==> src/rtl/rolha_pkg.sv <==
// Shared definitions for the cork supply scheduler: FSM encoding and default sizes.
package rolha_pkg;

  localparam int DEF_CNT_W     = 8;
  localparam int DEF_STOCK_MAX = 99;
  localparam int DEF_LINE_MAX  = 15;

  typedef enum logic [1:0] {
    IDLE = 2'd0,
    REQ  = 2'd1,
    XFER = 2'd2,
    DONE = 2'd3
  } state_t;

endpackage

==> src/rtl/sat_updown_counter.sv <==
// Saturating up/down counter: +STEP (clamped at MAX), -1 (held at 0), load has priority.
// Exposes the next value so callers can register flags derived from the updated count.
module sat_updown_counter #(
  parameter int W    = 8,
  parameter int MAX  = 255,
  parameter int STEP = 1
) (
  input  logic         clk,
  input  logic         load_i,
  input  logic [W-1:0] load_val_i,
  input  logic         inc_i,
  input  logic         dec_i,
  output logic [W-1:0] cnt_o,
  output logic [W-1:0] cnt_d_o
);

  logic [W-1:0] cnt_q, cnt_d;
  logic [W:0]   sum;

  always_comb begin
    sum   = {1'b0, cnt_q};
    cnt_d = cnt_q;
    if (load_i) begin
      cnt_d = load_val_i;
    end else if (inc_i) begin
      // simultaneous inc and dec nets to STEP-1 before clamping
      sum   = {1'b0, cnt_q} + (W+1)'(STEP) - (W+1)'(dec_i);
      cnt_d = (sum > (W+1)'(MAX)) ? W'(MAX) : sum[W-1:0];
    end else if (dec_i && cnt_q != '0) begin
      cnt_d = cnt_q - W'(1);
    end
  end

  always_ff @(posedge clk) begin
    cnt_q <= cnt_d;
  end

  assign cnt_o   = cnt_q;
  assign cnt_d_o = cnt_d;

endmodule

==> src/rtl/rolha_supply_scheduler.sv <==
// Cork supply scheduler: refill request/transfer FSM over stock and line-buffer counters.
// Defining ROLHA_ACK_WATCHDOG_EN adds a dispenser-ack timeout with a sticky fault.
//
//   state | meaning
//   IDLE  | wait for low line (or operator request) with stock available
//   REQ   | disp_req high, waiting for dispenser ack
//   XFER  | move one cork stock->line per cycle until batch exhausted
//   DONE  | one-cycle refill_done, then back to IDLE
module rolha_supply_scheduler #(
  parameter int CNT_W      = rolha_pkg::DEF_CNT_W,
  parameter int STOCK_INIT = 20,
  parameter int STOCK_MAX  = rolha_pkg::DEF_STOCK_MAX,
  parameter int STOCK_ADD  = 15,
  parameter int LINE_MAX   = rolha_pkg::DEF_LINE_MAX,
  parameter int REFILL_LVL = 5,
  parameter int BATCH      = 10,
  parameter int ALARM_LVL  = 5
`ifdef ROLHA_ACK_WATCHDOG_EN
  , parameter int ACK_TIMEOUT = 8
`endif
) (
  input  logic             clk,
  input  logic             reset,
  input  logic             consume,
  input  logic             man_req,
  input  logic             add_stock,
  input  logic             disp_ack,
  output logic             disp_req,
  output logic             disp_pulse,
  output logic [CNT_W-1:0] line_cnt,
  output logic [CNT_W-1:0] stock_cnt,
  output logic             cork_avail,
  output logic             stock_low,
  output logic             underrun,
  output logic             refill_done,
  output logic             fault
);
  import rolha_pkg::*;

  state_t           state_q, state_d;
  logic [CNT_W-1:0] xfer_q, xfer_d, xfer_load, room;
  logic [CNT_W-1:0] line_q, line_d, stock_q, stock_d;
  logic             xfer_go, refill_want, fault_int;
  logic             disp_req_q, disp_pulse_q, underrun_q, refill_done_q;
  logic             cork_avail_q, stock_low_q;

`ifdef ROLHA_ACK_WATCHDOG_EN
  logic             fault_q, fault_d;
  logic [CNT_W-1:0] wd_q, wd_d;
  assign fault_int = fault_q;
`else
  assign fault_int = 1'b0;
`endif

  // batch = min(BATCH, stock, free line slots)
  always_comb begin
    room      = CNT_W'(LINE_MAX) - line_q;
    xfer_load = CNT_W'(BATCH);
    if (stock_q < xfer_load) xfer_load = stock_q;
    if (room < xfer_load)    xfer_load = room;
  end

  assign refill_want = (line_q < CNT_W'(REFILL_LVL) || man_req) &&
                       (line_q < CNT_W'(LINE_MAX)) && (stock_q != '0) && !fault_int;

  always_comb begin
    state_d = state_q;
    xfer_d  = xfer_q;
    xfer_go = 1'b0;
`ifdef ROLHA_ACK_WATCHDOG_EN
    fault_d = fault_q;
    wd_d    = (state_q == REQ && wd_q != '0) ? wd_q - CNT_W'(1) : CNT_W'(ACK_TIMEOUT - 1);
`endif
    case (state_q)
      IDLE: if (refill_want) state_d = REQ;
      REQ: begin
        if (disp_ack) begin
          xfer_d  = xfer_load;
          state_d = XFER;
        end
`ifdef ROLHA_ACK_WATCHDOG_EN
        else if (wd_q == '0) begin
          state_d = IDLE;
          fault_d = 1'b1;
        end
`endif
      end
      XFER: begin
        if (xfer_q != '0 && stock_q != '0) begin
          xfer_go = 1'b1;
          xfer_d  = xfer_q - CNT_W'(1);
          if (xfer_q == CNT_W'(1) || (stock_q == CNT_W'(1) && !add_stock)) state_d = DONE;
        end else begin
          state_d = DONE;
        end
      end
      DONE:    state_d = IDLE;
      default: state_d = IDLE;
    endcase
  end

  sat_updown_counter #(.W(CNT_W), .MAX(LINE_MAX), .STEP(1)) u_line (
    .clk        (clk),
    .load_i     (!reset),
    .load_val_i ('0),
    .inc_i      (xfer_go),
    .dec_i      (consume),
    .cnt_o      (line_q),
    .cnt_d_o    (line_d)
  );

  sat_updown_counter #(.W(CNT_W), .MAX(STOCK_MAX), .STEP(STOCK_ADD)) u_stock (
    .clk        (clk),
    .load_i     (!reset),
    .load_val_i (CNT_W'(STOCK_INIT)),
    .inc_i      (add_stock),
    .dec_i      (xfer_go),
    .cnt_o      (stock_q),
    .cnt_d_o    (stock_d)
  );

  always_ff @(posedge clk) begin
    if (!reset) begin
      state_q       <= IDLE;
      xfer_q        <= '0;
      disp_req_q    <= 1'b0;
      disp_pulse_q  <= 1'b0;
      underrun_q    <= 1'b0;
      refill_done_q <= 1'b0;
`ifdef ROLHA_ACK_WATCHDOG_EN
      fault_q       <= 1'b0;
      wd_q          <= CNT_W'(ACK_TIMEOUT - 1);
`endif
    end else begin
      state_q       <= state_d;
      xfer_q        <= xfer_d;
      disp_req_q    <= (state_d == REQ);
      disp_pulse_q  <= xfer_go;
      underrun_q    <= consume && (line_q == '0);
      refill_done_q <= (state_d == DONE);
`ifdef ROLHA_ACK_WATCHDOG_EN
      fault_q       <= fault_d;
      wd_q          <= wd_d;
`endif
    end
    // flags follow the counters' next value, including the reset load
    stock_low_q  <= (stock_d < CNT_W'(ALARM_LVL));
    cork_avail_q <= (line_d != '0);
  end

  assign disp_req    = disp_req_q;
  assign disp_pulse  = disp_pulse_q;
  assign line_cnt    = line_q;
  assign stock_cnt   = stock_q;
  assign cork_avail  = cork_avail_q;
  assign stock_low   = stock_low_q;
  assign underrun    = underrun_q;
  assign refill_done = refill_done_q;
  assign fault       = fault_int;

endmodule

==> config.mk <==
export PLATFORM = sky130hd
export DESIGN_NAME = rolha_supply_scheduler
export DESIGN_NICKNAME = d
export VERILOG_FILES = /design/src/rtl/rolha_pkg.sv /design/src/rtl/sat_updown_counter.sv /design/src/rtl/rolha_supply_scheduler.sv
export SDC_FILE = /design/constraint.sdc
export NUM_CORES = 1
export LEC_CHECK = 0
export ABC_CLOCK_PERIOD_IN_PS = 3500
export CAP_MARGIN = 40
export CORE_ASPECT_RATIO = 0.7
export CORE_UTILIZATION = 50
export DETAILED_ROUTE_END_ITERATION = 10
export GPL_TIMING_DRIVEN = 0
export HOLD_SLACK_MARGIN = 0.12
export PLACE_DENSITY = 0.74
export SYNTH_ARGS = -nofsm -noshare
export SYNTH_HDL_FRONTEND = slang
export SYNTH_SLANG_ARGS = --single-unit
==> constraint.sdc <==
create_clock -name clk -period 3.5 [get_ports clk]
set_input_delay 1.05 -clock clk [delete_from_list [all_inputs] [get_ports clk]]
set_output_delay 1.05 -clock clk [all_outputs]
set_load 0.02 [all_outputs]
# After elaboration in Yosys (flattened, before gate mapping)
# Index checks and enable logic that the tools add are counted.
[totals] regBits=32 input_bits=6 out_inout_bits=23 elab_cells=72
[op_classes] n_addsub=8 order_cmp=7 eq_ne=9 muxes=20 n_reduce_logical=18
[ops] op="$mux W8" count=12
[ops] op="$reduce_bool A8 Y1" count=4
[ops] op="$sub A8 B1 Y8 const B" count=3
[ops] op="$sub A9 B1 Y9" count=2
[ops] op="$eq A8 B1 Y1 const B" count=2
[ops] op="$lt A8 B3 Y1 const B" count=2
[ops] op="$lt A8 B4 Y1 const B" count=2
[ops] op="$pmux W8 S2" count=1
[ops] op="$add A8 B1 Y9 const B" count=1
[ops] op="$add A8 B4 Y9 const B" count=1
[ops] op="$gt A9 B4 Y1 const B" count=1
[ops] op="$gt A9 B7 Y1 const B" count=1
[ops] op="$logic_not A8 Y1" count=1
[ops] op="$lt A8 B8 Y1" count=1
[ops] op="$mux W2" count=4
[ops] op="$pmux W2 S4" count=1
[ops] op="$sub A4 B8 Y8 const A" count=1
[ops] op="$logic_and A1 B1 Y1" count=7
[ops] op="$eq A2 B2 Y1 const B" count=3
[ops] op="$eq A2 B1 Y1 const B" count=2
[ops] op="$ne A2 B2 Y1 const B" count=2
[ops] op="$reduce_and A3 Y1" count=1
[ops] op="$logic_not A2 Y1" count=1
[ops] op="$logic_or A1 B1 Y1" count=2
[ops] op="3 further kinds" count=4

# Longest topological paths before layout
[logic_depth] depth_word=10 depth_mapped=17 ltp_nobuf=16

# Cells and area by module
# Synthesis repeated with hierarchy kept, for this count alone.
[hier_totals] cells_unflattened=373 hier_area_um2=3070.4
[by_module_without_submodules] module="rolha_supply_scheduler" n_inst=1 cells_per_inst=147 area_each_um2=1207.4 seq_area_each_um2=320.3
[by_module_without_submodules] module="sat_updown_counter at u_stock" n_inst=1 cells_per_inst=128 area_each_um2=1041.0 seq_area_each_um2=160.2
[by_module_without_submodules] module="sat_updown_counter at u_line" n_inst=1 cells_per_inst=98 area_each_um2=822.0 seq_area_each_um2=160.2

# Worst setup path before layout
# No wires, ideal clock.
[synth_timing] kind="register to register" startpoint="reg u_stock.cnt_q[2] (netlist: u_stock.cnt_o[2])" endpoint="reg stock_low_q (netlist: stock_low)" setup_time_ns=0.088 t_arrival_ns=3.822 t_required_ns=3.412 slack_ns=-0.409 stages_incl_launch_ff=15 path_buffers=0 period_less_slack_ns=3.909 cell_sequence="dfxtp_1 -> inv_1 -> ha_1 -> and4bb_4 -> a221oi_4 -> inv_4 -> ha_1 -> ha_1 -> nor2b_1 -> o311a_1 -> or3_1 -> a221oi_2 -> o31ai_1 -> or3_1 -> nor4_2"
[synth_via] elab_chain_cells=10 elab_cells_between_ends=14 classes_between="add/sub (3); order compare (2); mux (6); reduce/logical (3)"
[synth_rtl] element="start, declared" line_no="sat_updown_counter.sv:17" source="logic [W-1:0] cnt_q, cnt_d;"
[synth_rtl] element="start signal, assigned" line_no="sat_updown_counter.sv:35" source="cnt_q <= cnt_d;"
[synth_rtl] element="parallel branches: the longest is 7 deep, another holds $add A8 B4 Y9"
[synth_rtl] element="$mux W8 (*)" line_no="sat_updown_counter.sv:25" source="end else if (inc_i) begin"
[synth_rtl] element="$mux W8 (*)" line_no="sat_updown_counter.sv:23" source="if (load_i) begin"
[synth_rtl] element="net stock_d[4]" line_no="rolha_supply_scheduler.sv:42" source="logic [CNT_W-1:0] line_q, line_d, stock_q, stock_d;"
[synth_rtl] element="$lt A8 B3 Y1 (*)" line_no="rolha_supply_scheduler.sv:147" source="stock_low_q <= (stock_d < CNT_W'(ALARM_LVL));"
[synth_rtl] element="end signal, assigned" line_no="rolha_supply_scheduler.sv:147"
[synth_rtl] element="end, declared" line_no="rolha_supply_scheduler.sv:45" source="logic cork_avail_q, stock_low_q;"
# Mark *: on every way through the listed nets, which the timed path passes.
# A chain may end at the register's enable or synchronous reset.

# Worst setup path after layout
[layout_timing] startpoint="reg xfer_q[0]" endpoint="reg stock_low_q (netlist: stock_low)"
[layout_via] elab_chain_cells=10 elab_cells_between_ends=12 classes_between="add/sub (1); order compare (2); mux (6); reduce/logical (3)"
[layout_rtl] element="start, declared" line_no="rolha_supply_scheduler.sv:41" source="logic [CNT_W-1:0] xfer_q, xfer_d, xfer_load, room;"
[layout_rtl] element="start signal, assigned" line_no="rolha_supply_scheduler.sv:136" source="xfer_q <= xfer_d;"
[layout_rtl] element="$reduce_bool A8 Y1 (*)" line_no="rolha_supply_scheduler.sv:89" source="if (xfer_q != '0 && stock_q != '0) begin"
[layout_rtl] element="$logic_and A1 B1 Y1 (*)" line_no="rolha_supply_scheduler.sv:89"
[layout_rtl] element="$mux W1 (*)" line_no="rolha_supply_scheduler.sv:89"
[layout_rtl] element="$mux W1 (*)" line_no="rolha_supply_scheduler.sv:74" source="case (state_q)"
[layout_rtl] element="$sub A9 B1 Y9" line_no="sat_updown_counter.sv:27" source="sum = {1'b0, cnt_q} + (W+1)'(STEP) - (W+1)'(dec_i);"
[layout_rtl] element="$gt A9 B7 Y1" line_no="sat_updown_counter.sv:28" source="cnt_d = (sum > (W+1)'(MAX)) ? W'(MAX) : sum[W-1:0];"
[layout_rtl] element="$mux W8" line_no="sat_updown_counter.sv:28"
[layout_rtl] element="$mux W8 (*)" line_no="sat_updown_counter.sv:25"
[layout_rtl] element="$mux W8 (*)" line_no="sat_updown_counter.sv:23"
[layout_rtl] element="net stock_d[4]" line_no="rolha_supply_scheduler.sv:42"
[layout_rtl] element="$lt A8 B3 Y1 (*)" line_no="rolha_supply_scheduler.sv:147"
# Mark *: on every way through the listed nets, which the timed path passes. The rest lies on a longest branch.

==> reports/qor.yml <==
antennaDiodeCount: 0
port_buffers: 26
fin_worst_skew_ns: 0.005270
core_um2: 5450
power_density_nw_per_um2: 957.4
layout.nets: 488
grt_pass1_vias: 2916
wirelength_um: 9249
p_leak_uw: 0.001644
route.detailed.drc: 0
setup_viol: 2
startpoint: "xfer_q[0]"
clkTransAtPathRegs_ns: 0.07
grt_first_pass_wirelength_um: 14510
initial_core_util_pct: 54.06
dieArea_um2: 6209
cp.required_ns: 3.67
detail_route.wl_per_cell_um: 18.24
violations: "setup timing"
cap_violations: 0
synth_edf_count: 0
die_y_um: 66.23
tightest_slew_ns: 0.7132
seq_area_frac_synth_pct: 21.74
syn_inst: 360
cts-root-buf: "clkbuf_8"
synth.top_cells.by_area: "dfxtp_1 22%, ha_1 20%, xnor2_1 4.5%"
firstDrtPassIters: 7
reg2reg_slack_ns: -0.16
vias_per_cell: 6.065
critPathTopFamily: "simple AND/OR/NAND/NOR gates"
use_met2_pct: 46.62
top_usage_layer: "met2"
fin_ws_ns: -0.1624
h-tree-depth: 2
critPathBufInv: 4
slew_headroom_pct: 52.45
critPathCaptureType: "flop"
grtUsageTotal_pct: 30.91
critical_path_class: "reg -> reg"
num_rows: 22
gp_congestion: 0.8679
synthToLayoutAreaGrowth_pct: 33.97
critPathMaxFanout: 6
cts_hold_buf: 0
drtIter0Drc: 305
min-delay-path-class: "reg -> reg"
period_needed_ns: 3.662
max_freq_mhz: 273.0
vias: 3075
hold_ws_ns: 0.5821
cts.path.max_buffers: 2
slowest_stage: "or3b_4"
post-place-ws_ns: -0.7644
pin_count: 29
run_status: "finished with violations"
clkLatencyLatePin_ns: 0.29
grt_max_degree: 12
r2r_start: "xfer_q[0]"
critPathMaxStageDelay_ns: 0.45
yosysWarnings: 0
slew_violations: 0
synth_top_area_share_pct: 21.74
async_flop_share_pct: 0
path_common_cell: "ha_4"
layout-drive-gt1-share_pct: 24.14
crit_arrival_ns: 3.84
overflow: 0
cts_tree: "done"
startpoint_type: "flop"
avgSynthCellArea_um2: 8.185
antenna_left: 0
numClockSinks: 32
dp_hpwl_um: 6073
total_power_uw: 3779
cts_buffers: 5
met1_usage_pct: 43.68
hp-start: "xfer_q[5]"
synth_area_um2: 2947
rsz0062_at_grt: "yes"
timing.final.crit_share_pct: 104.6
synth_seq_cells: 32
hold_viol_final: 0
crit_chain: "inv_2 -> ha_4 -> nor3b_4 -> a221oi_4 -> inv_4 -> ha_4 -> ha_4 -> inv_2 -> fa_2 -> or2_4 -> a21oi_2 -> o2111ai_2 -> or3b_4 -> buf_12 -> o31ai_1 -> or3_1 -> nor4_2"
die_w_um: 93.76
ir_drop_v: 0.0007573
yosysUniqueCellTypes: 63
synth_top_area_cell: "dfxtp_1"
n_fill_cell: 397
ys.flop_type: "dfxtp_1"
grt_use_met3_pct: 5.862
antenna_found_initial: 0
-- layer usage --
metal | wire (um) | vias to the layer above | part of all wire (%)
met5 | 0 | - | 0
met4 | 95 | 0 | 1.0
met3 | 681 | 15 | 7.4
met2 | 4032 | 125 | 44
met1 | 4441 | 1492 | 48
li1 | - | 1443 | -
-- per-stage QoR --
stage | instances | util (%) | cell area [um2] | setup TNS (ns)
6_report | 507 | 72.43 | 3948 | -0.2287
5_1_grt | 507 | 72.43 | 3948 | -0.4594
4_1_cts | 505 | 71.35 | 3889 | -0.1439
3_5_place_dp | 460 | 62.14 | 3387 | -4.737
3_3_place_gp | 459 | 62.05 | 3382 | -6.285
2_1_floorplan | 361 | - | 3032 | -0.08579
-- power by group --
group | total, uW | switching (uW) | internal (uW)
Sequential | 668 | 180 | 489
Clock | 284 | 146 | 138
Combinational | 2830 | 1560 | 1270
-- state kept, by name, indices dropped and copies added (netlist names), 2 cells and up --
name,cells
u_line.cnt_o,8
u_stock.cnt_o,8
xfer_q,8
state_q,2
-- final timing paths --
| kind | endpoint | depth (start not counted) |
|---|---|---|
| hold reg to reg | xfer_q[5] | 2 |
| setup / recovery | stock_low | 17 |
| setup reg to reg | stock_low | 17 |
| hold / removal | xfer_q[5] | 2 |
-- cell type report --
class / count / area [um2] / share of cell area, %
Sequential cell: 32 / 663.1 / 16.80
Clock inverter: 3 / 18.77 / 0.4754
Tap cell: 72 / 90.09 / 2.282
Timing Repair Buffer: 68 / 583.1 / 14.77
Buffer: 7 / 31.28 / 0.7924
Inverter: 36 / 150.1 / 3.803
Multi-Input combinational cell: 284 / 2342 / 59.33
Clock buffer: 5 / 68.82 / 1.743
-- cells in the final DEF, fill, tap and decap left out, types with 4 or more instances in the layout --
cell type,instances
nand2b_1,5
inv_2,6
nor2_1,28
xnor2_1,15
o31ai_1,4
ha_4,5
nand3_1,8
and2_1,4
o211ai_1,5
inv_1,24
nand4_1,4
buf_4,42
nand2_1,24
a21oi_1,18
clkdlybuf4s50_1,25
ha_1,39
dfxtp_1,24
mux2i_1,4
dfxtp_4,5
o311a_1,4
clkbuf_1,5
a22o_1,4
and3_1,4
o21ai_0,21
nor2b_1,4
nor3_1,7
clkbuf_8,5
-- synthesized netlist by cell type, drive strengths merged, types with 3 or more instances --
master and count:
ha 47, inv 34, dfxtp 32, nor2 28, nand2 24, o21ai 21
a21oi 20, xnor2 15, clkbuf 8, nand3 8, nor3 7, and2 5
nand2b 5, nor2b 5, o211ai 5, o31ai 5, a211oi 4, a22o 4
and3 4, mux2i 4, nand4 4, nor4 4, o311a 4, or3 4
a21o 3, a31oi 3, nor3b 3, o21bai 3, o221a 3, o311ai 3
or2 3, xor2 3
-- repair_timing --
| action | in CTS | in global routing |
|---|---|---|
| pin swaps | 17 | 10 |
| resized for setup | 31 | 11 |
| setup endpoints to repair | 13 | 10 |
| buffers inserted | 39 | 2 |
-- cell families after synthesis --
logic type,Yosys count,share of synthesized area (%)
compound gates,100,24.50
xor+xnor,18,5.351
fa+ha+maj,48,20.64
buf+inv,45,5.945
flops,32,21.74
mux,4,1.359
other cells,2,0.2549
simple gates,111,20.21
-- worst min-delay path: cells and delay by family, from the launching register on --
| kind | cells | cell delay, ns |
|---|---|---|
| AO/OA/AOI/OAI | 2 | 0.19 |
| flip-flops | 1 | 0.35 |
(Power assumes the default switching activity.)
